$ cat src/rtl/ado_pkg.sv
// Shared constants and helpers for the multichannel amplitude difference operator.
package ado_pkg;

  localparam logic [1:0] ADO_MODE_ABS  = 2'd0;
  localparam logic [1:0] ADO_MODE_RISE = 2'd1;
  localparam logic [1:0] ADO_MODE_FALL = 2'd2;

  // Channel id width; a single channel still needs one bit.
  function automatic int unsigned ado_ch_w(input int unsigned n);
    return (n <= 1) ? 1 : $clog2(n);
  endfunction

  function automatic longint unsigned ado_sat_max(input int unsigned bits);
    return (bits >= 64) ? 64'hFFFF_FFFF_FFFF_FFFF : ((64'd1 << bits) - 64'd1);
  endfunction

endpackage

$ cat src/rtl/ado_delay_bank.sv
// Per-channel K-deep sample history with saturating fill counters.
module ado_delay_bank
  import ado_pkg::*;
#(
  parameter int unsigned DATA_W  = 16,
  parameter int unsigned N_CH    = 4,
  parameter int unsigned K_DELAY = 3,
  parameter int unsigned CH_W    = ado_ch_w(N_CH)
) (
  input  logic                     clk,
  input  logic                     rst_n,
  input  logic                     wr_en,
  input  logic [CH_W-1:0]          ch,
  input  logic signed [DATA_W-1:0] din,
  output logic signed [DATA_W-1:0] dly_out,
  output logic                     primed
);

  localparam int unsigned FW = $clog2(K_DELAY + 1);

  logic signed [DATA_W-1:0] line_q [N_CH][K_DELAY];
  logic [FW-1:0]            fill_q [N_CH];

  always_ff @(posedge clk) begin
    if (!rst_n) begin
      for (int c = 0; c < N_CH; c++) begin
        fill_q[c] <= '0;
        for (int k = 0; k < K_DELAY; k++) line_q[c][k] <= '0;
      end
    end else if (wr_en) begin
      for (int c = 0; c < N_CH; c++) begin
        if (ch == CH_W'(c)) begin
          line_q[c][0] <= din;
          for (int k = 1; k < K_DELAY; k++) line_q[c][k] <= line_q[c][k-1];
          if (fill_q[c] != FW'(K_DELAY)) fill_q[c] <= fill_q[c] + FW'(1);
        end
      end
    end
  end

  // Oldest entry is x[n-K] once the channel has seen K samples.
  always_comb begin
    dly_out = '0;
    primed  = 1'b0;
    for (int c = 0; c < N_CH; c++) begin
      if (ch == CH_W'(c)) begin
        primed  = (fill_q[c] == FW'(K_DELAY));
        dly_out = primed ? line_q[c][K_DELAY-1] : '0;
      end
    end
  end

endmodule

$ cat src/rtl/ado_mc.sv
// Time-multiplexed |x[n] - x[n-K]| with rectification modes, threshold events and
// per-channel refractory counters; four-stage pipeline stalled as one by out_ready.
module ado_mc
  import ado_pkg::*;
#(
  parameter int unsigned DATA_W   = 16,
  parameter int unsigned N_CH     = 4,
  parameter int unsigned K_DELAY  = 3,
  parameter int unsigned OUT_BITS = 16,
  parameter int unsigned SCALE_SH = 0,
  parameter int unsigned REFRAC   = 8,
  parameter int unsigned CH_W     = ado_ch_w(N_CH)
) (
  input  logic                     clk,
  input  logic                     rst_n,
  input  logic                     in_valid,
  output logic                     in_ready,
  input  logic signed [DATA_W-1:0] in_data,
  input  logic [CH_W-1:0]          in_ch,
  input  logic [1:0]               mode,
  input  logic [OUT_BITS-1:0]      thresh,
  output logic                     out_valid,
  input  logic                     out_ready,
  output logic [OUT_BITS-1:0]      out_data,
  output logic [CH_W-1:0]          out_ch,
  output logic                     out_event,
  output logic                     out_primed
);

  localparam int unsigned MW = DATA_W + 1;
  localparam int unsigned RW = (REFRAC < 1) ? 1 : $clog2(REFRAC + 1);
  localparam longint unsigned SatMax = ado_sat_max(OUT_BITS);

  logic en, ch_ok, wr;
  logic signed [DATA_W-1:0] dly;
  logic prm;

  assign en       = !out_valid || out_ready;
  assign in_ready = en;
  assign ch_ok    = (32'(in_ch) < N_CH);
  assign wr       = in_valid && en && ch_ok;

  ado_delay_bank #(
    .DATA_W  (DATA_W),
    .N_CH    (N_CH),
    .K_DELAY (K_DELAY),
    .CH_W    (CH_W)
  ) u_bank (
    .clk     (clk),
    .rst_n   (rst_n),
    .wr_en   (wr),
    .ch      (in_ch),
    .din     (in_data),
    .dly_out (dly),
    .primed  (prm)
  );

  logic                     v1_q, v2_q, v3_q, v4_q;
  logic signed [DATA_W-1:0] x1_q, xd1_q;
  logic signed [MW-1:0]     d2_q, d2_d;
  logic [MW-1:0]            m3_q, m3_d, negd, sh;
  logic [OUT_BITS-1:0]      data4_q, data4_d;
  logic [CH_W-1:0]          ch1_q, ch2_q, ch3_q, ch4_q;
  logic [1:0]               mode1_q, mode2_q;
  logic [OUT_BITS-1:0]      th1_q, th2_q, th3_q, th4_q;
  logic                     pr1_q, pr2_q, pr3_q, pr4_q;
  logic                     sat;

  assign d2_d = $signed({x1_q[DATA_W-1], x1_q}) - $signed({xd1_q[DATA_W-1], xd1_q});

  always_comb begin
    negd = -d2_q;
    case (mode2_q)
      ADO_MODE_RISE: m3_d = d2_q[MW-1] ? '0 : d2_q;
      ADO_MODE_FALL: m3_d = d2_q[MW-1] ? negd : '0;
      default:       m3_d = d2_q[MW-1] ? negd : d2_q;
    endcase
  end

  always_comb begin
    sh      = m3_q >> SCALE_SH;
    sat     = (64'(sh) > SatMax);
    data4_d = sat ? '1 : OUT_BITS'(sh);
  end

  always_ff @(posedge clk) begin
    if (!rst_n) begin
      v1_q    <= 1'b0;
      v2_q    <= 1'b0;
      v3_q    <= 1'b0;
      v4_q    <= 1'b0;
      x1_q    <= '0;
      xd1_q   <= '0;
      d2_q    <= '0;
      m3_q    <= '0;
      data4_q <= '0;
      ch1_q   <= '0;
      ch2_q   <= '0;
      ch3_q   <= '0;
      ch4_q   <= '0;
      mode1_q <= '0;
      mode2_q <= '0;
      th1_q   <= '0;
      th2_q   <= '0;
      th3_q   <= '0;
      th4_q   <= '0;
      pr1_q   <= 1'b0;
      pr2_q   <= 1'b0;
      pr3_q   <= 1'b0;
      pr4_q   <= 1'b0;
    end else if (en) begin
      // Samples for nonexistent channels enter as bubbles.
      v1_q    <= in_valid && ch_ok;
      x1_q    <= in_data;
      xd1_q   <= dly;
      ch1_q   <= in_ch;
      mode1_q <= mode;
      th1_q   <= thresh;
      pr1_q   <= prm;
      v2_q    <= v1_q;
      d2_q    <= d2_d;
      ch2_q   <= ch1_q;
      mode2_q <= mode1_q;
      th2_q   <= th1_q;
      pr2_q   <= pr1_q;
      v3_q    <= v2_q;
      m3_q    <= m3_d;
      ch3_q   <= ch2_q;
      th3_q   <= th2_q;
      pr3_q   <= pr2_q;
      v4_q    <= v3_q;
      data4_q <= data4_d;
      ch4_q   <= ch3_q;
      th4_q   <= th3_q;
      pr4_q   <= pr3_q;
    end
  end

  logic [RW-1:0] refrac_q [N_CH];
  logic [RW-1:0] refrac_cur, refrac_d;
  logic          ev, xfer;

  always_comb begin
    refrac_cur = '0;
    for (int c = 0; c < N_CH; c++) begin
      if (ch4_q == CH_W'(c)) refrac_cur = refrac_q[c];
    end
  end

  assign ev       = v4_q && (th4_q != '0) && (data4_q >= th4_q) && (refrac_cur == '0);
  assign xfer     = v4_q && out_ready;
  assign refrac_d = ev ? RW'(REFRAC) : ((refrac_cur != '0) ? refrac_cur - RW'(1) : refrac_cur);

  // Refractory state moves only when the consumer takes the result.
  always_ff @(posedge clk) begin
    if (!rst_n) begin
      for (int c = 0; c < N_CH; c++) refrac_q[c] <= '0;
    end else if (xfer) begin
      for (int c = 0; c < N_CH; c++) begin
        if (ch4_q == CH_W'(c)) refrac_q[c] <= refrac_d;
      end
    end
  end

  assign out_valid  = v4_q;
  assign out_data   = data4_q;
  assign out_ch     = ch4_q;
  assign out_event  = ev;
  assign out_primed = pr4_q;

endmodule

$ cat config.mk
export PLATFORM = sky130hd
export DESIGN_NAME = ado_mc
export DESIGN_NICKNAME = d
export VERILOG_FILES = /design/src/rtl/ado_pkg.sv /design/src/rtl/ado_delay_bank.sv /design/src/rtl/ado_mc.sv
export SDC_FILE = /design/constraint.sdc
export NUM_CORES = 1
export LEC_CHECK = 0
export CORE_MARGIN = 2
export CORE_UTILIZATION = 57
export CTS_BUF_LIST = sky130_fd_sc_hd__clkbuf_8
export DETAILED_ROUTE_END_ITERATION = 7
export GPL_TIMING_DRIVEN = 0
export PLACE_DENSITY = 0.9
export SYNTH_ARGS = -nofsm -noshare
export SYNTH_HDL_FRONTEND = slang
export SYNTH_SLANG_ARGS = --single-unit
$ cat constraint.sdc
create_clock -name clk -period 5.3 [get_ports clk]
set_input_delay 1.06 -clock clk [delete_from_list [all_inputs] [get_ports clk]]
set_output_delay 1.06 -clock clk [all_outputs]
set_load 0.02 [all_outputs]
==> results.py, run 1 <==
metrics = {
    "cts": {
        "path_clk_slew_ns": 0.06,
        "cts_root_buffer": "clkbuf_8",
        "cts_resized": 0,
        "cts_tree": "built",
        "numCtsBuffers": 56,
        "cts_setup_buffers": 0,
        "ctsHtreeMaxLevel": 2,
        "clk_latency_ns": 0.60,
        "hold_buffers": 0,
        "cts.sinks": 382,
        "clockBufferDepth": 3,
    },
    "global_route": {
        "grt_pass1_wl_um": 61600,
        "grt_max_degree": 33,
        "antenna_found_initial": 5,
        "grt_overflow": 0,
        "gr-usage-all-layers_pct": 27.4,
        "first_global_vias": 11559,
    },
    "finish": {
        "layout_common_cells": "nand2_1, edfxtp_1, dfxtp_1, a21oi_1, and3_1",
        "final_util_pct": 66.1,
        "fin_nets": 1703,
        "regArea_um2": 9810,
        "layout_commonest_cell": "nand2_1",
        "antenna_cells": 0,
        "drive_gt1_share_pct": 6.02,
        "stdcell_count": 2040,
        "fillers": 1967,
        "area_growth_syn_to_layout_pct": 14.6,
        "multiInputGateArea_um2": 5550,
    },
    "placed_design": {
        "gp_congestion": 0.937,
        "io_buffers": 59,
        "dp_cells": 1942,
        "dp.final_hpwl_um": 28000,
    },
    "sta": {
        "slew_headroom_pct": 17.6,
        "final_hold_viol_count": 0,
        "post-route-period-util_pct": 90.7,
        "post-route-min-period_ns": 4.81,
        "finClkSkew_ns": 0.0209,
        "rsz0062_at_grt": "no",
        "setup_viol": 0,
        "maxSlewViolCount": 0,
        "tightest_slew_ns": 1.23,
        "clock.fmax_ghz": 0.208,
    },
    "die": {
        "num_rows": 61,
        "design.core.area_um2": 27600,
        "start_util_pct": 57.7,
        "die_w_um": 171,
        "die-area_um2": 29300,
        "die_h_um": 171,
        "io_pins": 62,
    },
    "synth": {
        "synthesis.area_um2": 15900,
        "synth_edf_count": 216,
        "syn_inst": 1501,
        "syn-num-nets": 1582,
        "avgSynthCellArea_um2": 10.6,
        "synth_area_leader_cell": "edfxtp_1",
        "synthArstFlopShare_pct": 0,
        "ys_seq_elements": 382,
        "yosys_warnings": 0,
        "synth_top_area_share_pct": 40.7,
        "synth.top_cells.by_area": "edfxtp_1, dfxtp_1, nand2_1, and3_1, a21oi_1",
        "ys.flop_type": "edfxtp_1",
        "synth_cell_types": 65,
        "synth-seq-area-share_pct": 61.6,
    },
    "setup_path": {
        "max_stage_delay_ns": 0.71,
        "path_class": "in -> out",
        "crit_chain": "clkdlybuf4s50_1 > nor2b_1 > buf_2 > inv_2 > buf_4 > clkbuf_1 > buf_1 > clkdlybuf4s50_1",
        "crit_path_max_fanout": 10,
        "critPathArrivalTime_ns": 3.75,
        "crit_top_cell": "clkdlybuf4s50_1",
        "endpoint_kind": "output pin",
        "timing.critical_path.required_ns": 4.24,
        "crit_family": "buffers and inverters",
        "crit_slowest_cell": "clkdlybuf4s50_1",
        "path_buf_inv": 7,
        "cp-start-kind": "input port",
    },
    "pwr": {
        "power_w": 0.00635,
        "vdd_drop_max_mv": 0.237,
        "p_per_area_nw_per_um2": 348,
        "p_leak_nw": 7.18,
    },
    "route": {
        "route.detailed.drc": 0,
        "wire_per_inst_um": 19.5,
        "drt_iter0_drc": 1371,
        "vias": 12185,
        "ant_nets": 0,
        "routed_wl_um": 39800,
        "vias_per_cell": 5.97,
        "first_pass_iters": 6,
    },
    "job": {
        "maxCapViolations": 0,
    },
    "min_path": {
        "hold_class": "reg -> reg",
    },
    "outcome": {
        "status": "finished, final reports clean",
    },
}
kinds of logic after synthesis:
logic type      share of synthesized area (%)
flops                                    61.6
fa+ha+maj                                3.27
xor+xnor                                 1.04
simple gates                             18.6
mux                                     0.793
buf+inv                                  3.81
compound gates                           10.9
layer usage:
metal / routed length [µm] / global-route usage (%) / vias to the layer above
li1: - / - / 5593
met1: 15300 / 35.2 / 5783
met2: 19000 / 45.2 / 678
met3: 3660 / 5.18 / 127
met4: 1780 / 12.6 / 4
met5: 30 / 0 / -
worst min-delay path, delay by kind of cell, from the launching register on:
| family | cells | cell delay (ns) |
|---|---|---|
| AO/OA/AOI/OAI | 1 | 0.05 |
| AND/OR/NAND/NOR | 1 | 0.05 |
| flip-flops | 1 | 0.31 |
report_power, final:
part	switching [W]	internal [W]	total [W]
clock network	0.00108	0.00130	0.00239
registers	0.0000924	0.00330	0.00339
logic	0.000362	0.000218	0.000580
total	0.00154	0.00481	0.00635
registers in the layout, indices dropped and copies added, names as in the netlist, 8 cells and up:
register	flops
u_bank.fill_q	8
refrac_q	16
u_bank.line_q	192
th3_q	16
d2_q	17
x1_q	16
m3_q	17
th2_q	16
out_data	16
th1_q	16
th4_q	16
xd1_q	16
area by class of cell:
cell class	instances	area share [%]
inverter	49	1.01
clock inverter	33	1.30
timing repair buffer	63	3.73
sequential	382	53.7
clock buffer	65	4.90
buffer	105	2.32
multi-input combinational	965	30.4
tap	378	2.59
final timing paths:
check / startpoint / depth (start not counted) / slack, ns / endpoint
hold / removal: ch1_q[0] / 2 / 0.45 / ch1_q[0]
setup reg to reg: out_valid / 7 / 2.21 / u_bank.line_q[2][3]
hold reg to reg: ch1_q[0] / 2 / 0.45 / ch1_q[0]
setup / recovery: out_ready / 8 / 0.49 / in_ready
Yosys cell counts, drive strengths merged, types with 12 or more instances:
library cell / count
inv: 49
a31oi: 21
nor3: 44
nor4: 12
a22oi: 39
nand2: 238
clkbuf: 90
and2: 65
dfxtp: 166
nand3: 21
a21oi: 131
ha: 40
and3: 116
xnor2: 14
edfxtp: 216
o21ai: 55
buf: 15
nor2: 71
per-stage QoR:
stage / TNS [ns] / cell area, µm² / worst slack, ns / hold slack [ns]
floorplan: 0 / 15900 / 1.00 / 0.432
detailed placement: 0 / 17100 / 0.596 / 0.446
finish: 0 / 18300 / 0.495 / 0.453
global placement: -36.50 / 17000 / -0.357 / 0.439
global route: 0 / 18300 / 0.396 / 0.465
CTS: 0 / 18300 / 0.568 / 0.454
Note: power is estimated with default switching activity, not from simulation.
==> run 2: changes to the inputs <==
--- a/config.mk
+++ b/config.mk
@@ -6,11 +6,11 @@
 export NUM_CORES = 1
 export LEC_CHECK = 0
 export CORE_MARGIN = 2
-export CORE_UTILIZATION = 57
-export CTS_BUF_LIST = sky130_fd_sc_hd__clkbuf_8
+export CORE_UTILIZATION = 55
+export CTS_BUF_LIST = sky130_fd_sc_hd__clkbuf_16
 export DETAILED_ROUTE_END_ITERATION = 7
 export GPL_TIMING_DRIVEN = 0
-export PLACE_DENSITY = 0.9
+export PLACE_DENSITY = 0.88
 export SYNTH_ARGS = -nofsm -noshare
 export SYNTH_HDL_FRONTEND = slang
 export SYNTH_SLANG_ARGS = --single-unit
==> run 2 against run 1 <==
Effect of this change:
- final cell count is 1.2% lower
- critical endpoint unchanged
- count of clock-buffer cells in the layout is 25 lower
- maximum frequency is 0.68% higher
- sequential share of layout area is 0.28 points lower
- core utilization is 2.0 points lower
- die area is 3.5% higher
- highest routed layer is now met4
==> results.py, run 2 (synthesis gave the netlist of run 1 again) <==
metrics = {
    "finish": {
        "fin_nets": 1686,
        "layout_common_cells": "nand2_1, edfxtp_1, dfxtp_1, a21oi_1, and3_1",
        "largestRegisters": "u_bank.line_q (192), d2_q (17), m3_q (17)",
        "largest_reg_flops": 192,
        "drive_gt1_share_pct": 4.96,
        "stdcell_count": 2016,
        "area_growth_syn_to_layout_pct": 15.2,
        "fillers": 2010,
        "regMostFlops": "u_bank.line_q",
        "layout_commonest_cell": "nand2_1",
        "stdcell_area_um2": 18400,
        "antenna_cells": 0,
    },
    "outcome": {
        "status": "finished, final reports clean",
    },
    "route": {
        "ant_nets": 0,
        "route.detailed.drc": 0,
        "wire_per_inst_um": 20.2,
        "drt_iter0_drc": 1360,
        "first_pass_iters": 6,
        "routed_wl_um": 40700,
        "vias_per_cell": 5.96,
        "vias": 12011,
    },
    "global_route": {
        "first_global_vias": 11763,
        "antenna_found_initial": 4,
        "gr-usage-all-layers_pct": 26.8,
        "grt_max_degree": 33,
        "grt_overflow": 0,
        "grt_pass1_wl_um": 63600,
    },
    "setup_path": {
        "reg2reg_slack_ns": 2.28,
        "max_stage_delay_ns": 0.71,
        "timing.critical_path.required_ns": 4.24,
        "path_buf_inv": 7,
        "crit_slowest_cell": "clkdlybuf4s50_1",
        "crit_path_max_fanout": 10,
        "crit_chain": "clkdlybuf4s50_1 > nor2b_1 > buf_2 > inv_2 > buf_4 > clkbuf_1 > buf_1 > clkdlybuf4s50_1",
        "cp-start-kind": "input port",
        "crit_family": "buffers and inverters",
        "critPathArrivalTime_ns": 3.71,
        "path_class": "in -> out",
        "crit_top_cell": "clkdlybuf4s50_1",
        "endpoint_kind": "output pin",
    },
    "cts": {
        "cts_tree": "built",
        "path_clk_slew_ns": 0.06,
        "ctsHtreeMaxLevel": 2,
        "hold_buffers": 0,
        "cts.sinks": 382,
        "clk_latency_ns": 0.53,
        "clockBufferDepth": 3,
        "cts_resized": 0,
        "numCtsBuffers": 38,
        "cts_root_buffer": "clkbuf_16",
        "cts_setup_buffers": 0,
    },
    "die": {
        "die_h_um": 174,
        "num_rows": 62,
        "die_w_um": 174,
        "start_util_pct": 55.7,
        "io_pins": 62,
        "die-area_um2": 30300,
        "design.core.area_um2": 28600,
    },
    "sta": {
        "maxSlewViolCount": 0,
        "post-route-min-period_ns": 4.77,
        "whs_ns": 0.455,
        "setup_viol": 0,
        "post-route-period-util_pct": 90.1,
        "clock.fmax_ghz": 0.210,
        "final_hold_viol_count": 0,
        "tightest_slew_ns": 1.21,
        "setup_ws_ns": 0.527,
        "finClkSkew_ns": 0.0135,
        "slew_headroom_pct": 18.8,
        "rsz0062_at_grt": "no",
    },
    "pwr": {
        "p_per_area_nw_per_um2": 358,
        "p_leak_nw": 7.18,
        "power_w": 0.00657,
        "vdd_drop_max_mv": 0.347,
    },
    "placed_design": {
        "dp_cells": 1949,
        "gp_congestion": 0.914,
        "dp.final_hpwl_um": 28200,
        "place_area_um2": 17200,
        "io_buffers": 59,
        "dpl_worst_slack_ns": 0.574,
    },
    "job": {
        "maxCapViolations": 0,
    },
    "min_path": {
        "hold_class": "reg -> reg",
    },
}
==> run 2: cell count changes in the layout (fill, tap and decap cells not counted) <==
cell	change
buf_16	+1
bufinv_16	-1
clkbuf_16	+40
clkbuf_8	-65
clkinv_2	+5
clkinvlp_4	-2
inv_1	-11
inv_2	+2
inv_6	+1
==> run 2: metal layers <==
| metal | wire length (µm) | GRT usage, % | vias to the layer above |
|---|---|---|---|
| met2 | 19900 | 46.0 | 602 |
| met5 | 0 | 0 | - |
| met1 | 15500 | 33.6 | 5732 |
| li1 | - | - | 5550 |
| met3 | 3510 | 4.62 | 127 |
| met4 | 1830 | 11.3 | 0 |
==> run 2: worst register-to-register path, cell delays in order (launching register included) <==
cell	delay [ns]
dfxtp_1	0.37
nor2b_1	0.16
buf_2	0.19
inv_2	0.08
buf_4	0.17
clkbuf_1	0.45
nand3_1	0.26
nand2_1	0.95
==> run 2: path summary, 6_finish.rpt <==
| path | endpoint | depth (start not counted) | start |
|---|---|---|---|
| max | in_ready | 8 | out_ready |
| min | th1_q[7] | 2 | th1_q[7] |
| max reg2reg | u_bank.line_q[2][12] | 7 | out_valid |
| min reg2reg | th1_q[7] | 2 | th1_q[7] |
==> run 2: stage by stage <==
stage	util [%]	TNS (ns)
floorplan	-	0
global placement	59.4	-39.53
detailed placement	59.9	0
CTS	64.1	0
global route	64.1	0
finish	64.1	0
==> run 2: where the power goes <==
group	total (W)	leakage, nW	internal [W]	switching [W]
logic	0.000582	2.91	0.000221	0.000361
registers	0.00339	3.64	0.00329	0.0000938
clock network	0.00260	0.625	0.00151	0.00109
total	0.00657	7.18	0.00502	0.00155
==> run 2: area by class of cell <==
type                    instances  area (µm²)  share of cell area (%)
well taps                     384         480                    2.62
plain buffers                 105         423                    2.30
flip-flops and latches        382        9810                    53.5
inverters                      49         184                    1.00
clock buffers                  40        1000                    5.45
repair buffers                 64         708                    3.86
multi-input cells             965        5550                    30.3
clock inverters                27         193                    1.05
